`src/rtl/mips_ctrl_fsm.sv`:
```
// Multi-cycle control sequencer for the 5-bit-address MIPS core.
// Walks each instruction through FETCH/DECODE/EXEC/MEM/WB, drives the PC,
// IR, register-file, ALU and data-memory strobes, and tracks retired count
// plus halt/illegal status. Strobes are decoded combinationally from the
// state register, the latched opcode, the zero flag and the memory acks.
module mips_ctrl_fsm #(
    parameter int CNT_W = 16
) (
    input  logic             clk,
    input  logic             rst,
    input  logic [5:0]       opcode,
    input  logic             zero,
    input  logic             imem_ack,
    input  logic             dmem_ack,
    output logic             imem_req,
    output logic             dmem_rd,
    output logic             dmem_we,
    output logic             pc_rst,
    output logic             pc_ld,
    output logic             pc_src,
    output logic             pc_jmp,
    output logic             ir_ld,
    output logic             reg_we,
    output logic             reg_dst,
    output logic             mem_to_reg,
    output logic             alu_src,
    output logic [2:0]       alu_op,
    output logic             halted,
    output logic             illegal,
    output logic [CNT_W-1:0] retired
);

    typedef enum logic [2:0] {
        S_RST, S_FETCH, S_DECODE, S_EXEC, S_MEM, S_WB, S_HALT
    } state_t;

    localparam logic [5:0] OP_RTYPE = 6'b000000;
    localparam logic [5:0] OP_ADDI  = 6'b001000;
    localparam logic [5:0] OP_LW    = 6'b100011;
    localparam logic [5:0] OP_SW    = 6'b101011;
    localparam logic [5:0] OP_BEQ   = 6'b000100;
    localparam logic [5:0] OP_J     = 6'b000010;
    localparam logic [5:0] OP_HALT  = 6'b111111;

    state_t           state;
    state_t           nextState;
    logic [5:0]       opQ;
    logic             illegalQ;
    logic [CNT_W-1:0] retiredQ;
    logic             setIllegal;
    logic             enterHalt;

    assign illegal = illegalQ;
    assign retired = retiredQ;

    // Strobe decode and next-state selection for the current state.
    always_comb begin
        nextState  = state;
        imem_req   = 1'b0;
        dmem_rd    = 1'b0;
        dmem_we    = 1'b0;
        pc_rst     = 1'b0;
        pc_ld      = 1'b0;
        pc_src     = 1'b0;
        pc_jmp     = 1'b0;
        ir_ld      = 1'b0;
        reg_we     = 1'b0;
        reg_dst    = 1'b0;
        mem_to_reg = 1'b0;
        alu_src    = 1'b0;
        alu_op     = 3'b000;
        halted     = 1'b0;
        setIllegal = 1'b0;
        enterHalt  = 1'b0;
        case (state)
            S_RST: begin
                pc_rst    = 1'b1;
                nextState = S_FETCH;
            end
            S_FETCH: begin
                imem_req = 1'b1;
                if (imem_ack) begin
                    ir_ld     = 1'b1;
                    nextState = S_DECODE;
                end
            end
            S_DECODE: begin
                case (opQ)
                    OP_RTYPE, OP_ADDI, OP_LW, OP_SW, OP_BEQ: nextState = S_EXEC;
                    OP_J: begin
                        pc_ld     = 1'b1;
                        pc_jmp    = 1'b1;
                        nextState = S_FETCH;
                    end
                    OP_HALT: begin
                        enterHalt = 1'b1;
                        nextState = S_HALT;
                    end
                    default: begin
                        // Unknown opcodes are skipped with a plain sequential advance.
                        setIllegal = 1'b1;
                        pc_ld      = 1'b1;
                        nextState  = S_FETCH;
                    end
                endcase
            end
            S_EXEC: begin
                case (opQ)
                    OP_RTYPE: begin
                        alu_op    = 3'b010;
                        nextState = S_WB;
                    end
                    OP_ADDI: begin
                        alu_src   = 1'b1;
                        nextState = S_WB;
                    end
                    OP_LW, OP_SW: begin
                        alu_src   = 1'b1;
                        nextState = S_MEM;
                    end
                    OP_BEQ: begin
                        alu_op    = 3'b001;
                        pc_ld     = 1'b1;
                        pc_src    = zero;
                        nextState = S_FETCH;
                    end
                    default: nextState = S_FETCH;
                endcase
            end
            S_MEM: begin
                // Address operands stay selected for the whole access.
                alu_src = 1'b1;
                if (opQ == OP_LW) begin
                    dmem_rd = 1'b1;
                    if (dmem_ack) nextState = S_WB;
                end else begin
                    dmem_we = 1'b1;
                    if (dmem_ack) begin
                        pc_ld     = 1'b1;
                        nextState = S_FETCH;
                    end
                end
            end
            S_WB: begin
                reg_we     = 1'b1;
                pc_ld      = 1'b1;
                reg_dst    = (opQ == OP_RTYPE);
                mem_to_reg = (opQ == OP_LW);
                nextState  = S_FETCH;
            end
            S_HALT: halted = 1'b1;
            default: nextState = S_RST;
        endcase
    end

    // State, latched opcode, sticky illegal flag and retired counter.
    always_ff @(posedge clk or posedge rst) begin
        if (rst) begin
            state    <= S_RST;
            opQ      <= 6'b000000;
            illegalQ <= 1'b0;
            retiredQ <= '0;
        end else begin
            state <= nextState;
            if (ir_ld) opQ <= opcode;
            if (setIllegal) illegalQ <= 1'b1;
            if (pc_ld || enterHalt) retiredQ <= retiredQ + CNT_W'(1);
        end
    end

endmodule

```
`config.mk`:
```
export PLATFORM = sky130hd
export DESIGN_NAME = mips_ctrl_fsm
export DESIGN_NICKNAME = d
export VERILOG_FILES = /design/src/rtl/mips_ctrl_fsm.sv
export SDC_FILE = /design/constraint.sdc
export NUM_CORES = 1
export LEC_CHECK = 0
export ABC_AREA = 1
export CORE_MARGIN = 4
export CORE_UTILIZATION = 48
export DETAILED_ROUTE_END_ITERATION = 8
export GPL_TIMING_DRIVEN = 0
export PLACE_DENSITY = 0.87
export SKIP_CTS_REPAIR_TIMING = 1
export SYNTH_ARGS = -nofsm -noshare
export SYNTH_HDL_FRONTEND = slang
export SYNTH_SLANG_ARGS = --single-unit
```
`constraint.sdc`:
```
create_clock -name clk -period 1.91 [get_ports clk]
set_input_delay 0.382 -clock clk [delete_from_list [all_inputs] [get_ports clk]]
set_output_delay 0.382 -clock clk [all_outputs]
set_load 0.05 [all_outputs]
```
==> out/results.ini <==
[worst_setup_path]
worstPathArrival_ps=1840
cp.required_ps=1530
setup.worst_path.start=opQ[5]
crit_family=simple AND/OR/NAND/NOR gates
r2r_start=retired[1]
start_kind=flip-flop
crit_type=flip-flop to primary output
worstSetupEndpointType=primary output
cp.buffers_inverters=5
cp_slowest_cell=dfrtp_1
critPathMaxFanout=6
max_stage_delay_ps=440
path_cells=inv_2, nor2_4, nand3_2, nand2_1, inv_2, nand2_1, nand2_2, nand2_4, buf_8, clkinvlp_4, buf_8

[synth]
syn_nets=245
syn_area_um2=1670
syn_inst=232
seq_area_frac_synth_pct=38.9
synth_warnings=0
synth-seq-cells=26
synth_area_per_cell_um2=7.21
yosysUniqueCellTypes=29

[timing]
max_slew_margin_pct=33.9
rsz0062_at_grt=yes
finalCriticalPeriod_ps=2220
max_freq_mhz=450
setup_violations=7
clock_skew_ps=18.5
final.setup.worst_slack_ps=-311
hold_ws_ps=503
slew_viol_final=0
hold_viol_final=0
post-route-period-util_pct=116
tightest_slew_ps=990

[detailed_routing]
totalWireLength_mm=4.43
drtIter0Drc=99
vias=1749
wl_per_cell_um=12.8
drcViolationCount=0
dr.pass1.iters=4
via_per_inst=5.04
final_antenna_net_count=0

[global_routing]
grt_pass1_vias=1411
grt_usage_pct=17.7
grt_start_max_net_pins=27
overflow=0
antenna_found_initial=0
grt_first_pass_wirelength_mm=6.16

[placed_design]
place_area_um2=2190
place_congestion=0.916
io_buffers=42
post-dp-hpwl_mm=2.74

[floorplanning]
die_w_um=67.0
core_um2=3360
fp-row-count=21
die_y_um=67.0
dieArea_um2=4490
io_pins=44
floorplan.initialDensity_pct=49.7

[cells_and_area]
fin_area_um2=2600
area_growth_pct=55.3
seqCellArea_um2=657
n_antenna_cell=0
drive_gt1_share_pct=32.6
fin_nets=315
multi_input_area_um2=1000
fillers=226

[status]
status=finished with violations
violations=setup timing

[power_and_ir_drop]
vdd_ir_drop_max_v=0.000894
p_total_uw=2970
power.density_nw_per_um2=1140
p_leak_uw=0.00152

[clock_tree]
numCtsBuffers=3
cts_buffer_depth=2
clk_pin_slew_worst_paths_ps=130
htree_levels=1
cts-root-buf=clkbuf_4
clock_sinks=26
clock_latency_ps=330
cts_tree=built

[hold_path]
holdCritStartpoint=illegal
hold_path_class=flip-flop to flip-flop

[flow_run]
max-cap-violations=0

[logic make-up (layout without fill, tap and decap cells)]
kind of cell / after synthesis / after routing / share of synthesized area (%)
XOR/XNOR: 14 / 14 / 7.33
AND/OR/NAND/NOR: 143 / 143 / 38.4
flip-flops: 26 / 26 / 38.9
AO/OA/AOI/OAI: 11 / 11 / 3.59
buffers and inverters: 34 / 103 / 9.42
other: 1 / 1 / 0.224
adder cells (fa/ha/maj): 2 / 2 / 1.50
multiplexers: 1 / 1 / 0.673
[state kept, by name, summed over array words and instances (netlist names)]
| signal | count |
|---|---|
| state | 3 |
| illegal | 1 |
| retired | 16 |
| opQ | 6 |
[metal layers]
layer	global-route usage, %	wire length (µm)	up-vias
li1	-	-	869
met5	0	0	-
met1	24.5	1950	815
met4	6.84	102	0
met3	2.36	201	13
met2	27.7	2170	52
[report_power, final]
group | switching (µW) | internal, µW
clock network | 171 | 117
logic | 1050 | 753
registers | 186 | 688
[path summary, 6_finish.rpt]
path | endpoint | slack, ps | cells after the start
max in group asynchronous | state[1] | 670 | 2
hold / removal | illegal | 500 | 1
setup reg to reg | retired[10] | 160 | 8
hold reg to reg | illegal | 500 | 1
setup / recovery | pc_ld | -310 | 11
min in group asynchronous | retired[11] | 560 | 2
[layout by cell type (no fill, tap or decap), drive strengths merged]
master         instances
a21oi                  1
and2                   1
buf                   37
clkbuf                10
clkdlybuf4s50         10
clkinvlp               1
conb                   1
dfrtp                 26
dlymetal6s2s          18
ha                     2
inv                   27
mux2                   1
nand2                 75
nand3                 27
nand4                  4
nor2                  27
nor3                   8
nor4                   1
o211ai                 1
o21ai                  8
o21bai                 1
xnor2                  4
xor2                  10
[Yosys cell counts]
cell,count,area [µm²]
nor3_1,7,35.0
and2_1,1,6.26
o21ai_0,6,30.0
nor4_1,1,6.26
nand2_1,71,267
o211ai_1,1,7.51
nand4_1,4,25.0
xnor2_1,4,35.0
o21bai_1,1,7.51
nand3_1,26,130
nand3_2,1,10.0
inv_2,3,11.3
a21oi_1,1,5.00
dfrtp_1,26,651
buf_6,1,11.3
inv_1,25,93.8
mux2_2,1,11.3
nor3_4,1,16.3
nand2_2,2,12.5
conb_1,1,3.75
buf_8,1,15.0
clkbuf_1,1,3.75
nor2_1,23,86.3
o21ai_1,2,10.0
buf_4,3,22.5
xor2_1,10,87.6
nor2_2,4,25.0
nand2_4,2,22.5
ha_1,2,25.0
[area by class of cell]
class,instances,share of cell area [%]
plain buffers,6,2.46
clock buffers,4,1.40
inverters,28,4.29
multi-input cells,172,38.5
flip-flops and latches,26,25.3
well taps,46,2.21
repair buffers,65,25.9
[worst register-to-register path: cells and delay by family (launching register included)]
kind	cells	cell delay [ps]
simple gates	6	910
flops	1	430
fa+ha+maj	1	200
xor+xnor	1	160
[per-stage QoR]
step / std cells / util, % / worst slack, ps / TNS (ps)
final: 347 / 77.3 / -311 / -941
after global placement: 320 / 65.1 / -762 / -4220
after CTS: 324 / 66.1 / -1140 / -11160
after global routing: 347 / 77.3 / -427 / -1780
after floorplan: 232 / - / -294 / -336
after detailed placement: 320 / 65.1 / -778 / -4430
(Power assumes the default switching activity.)
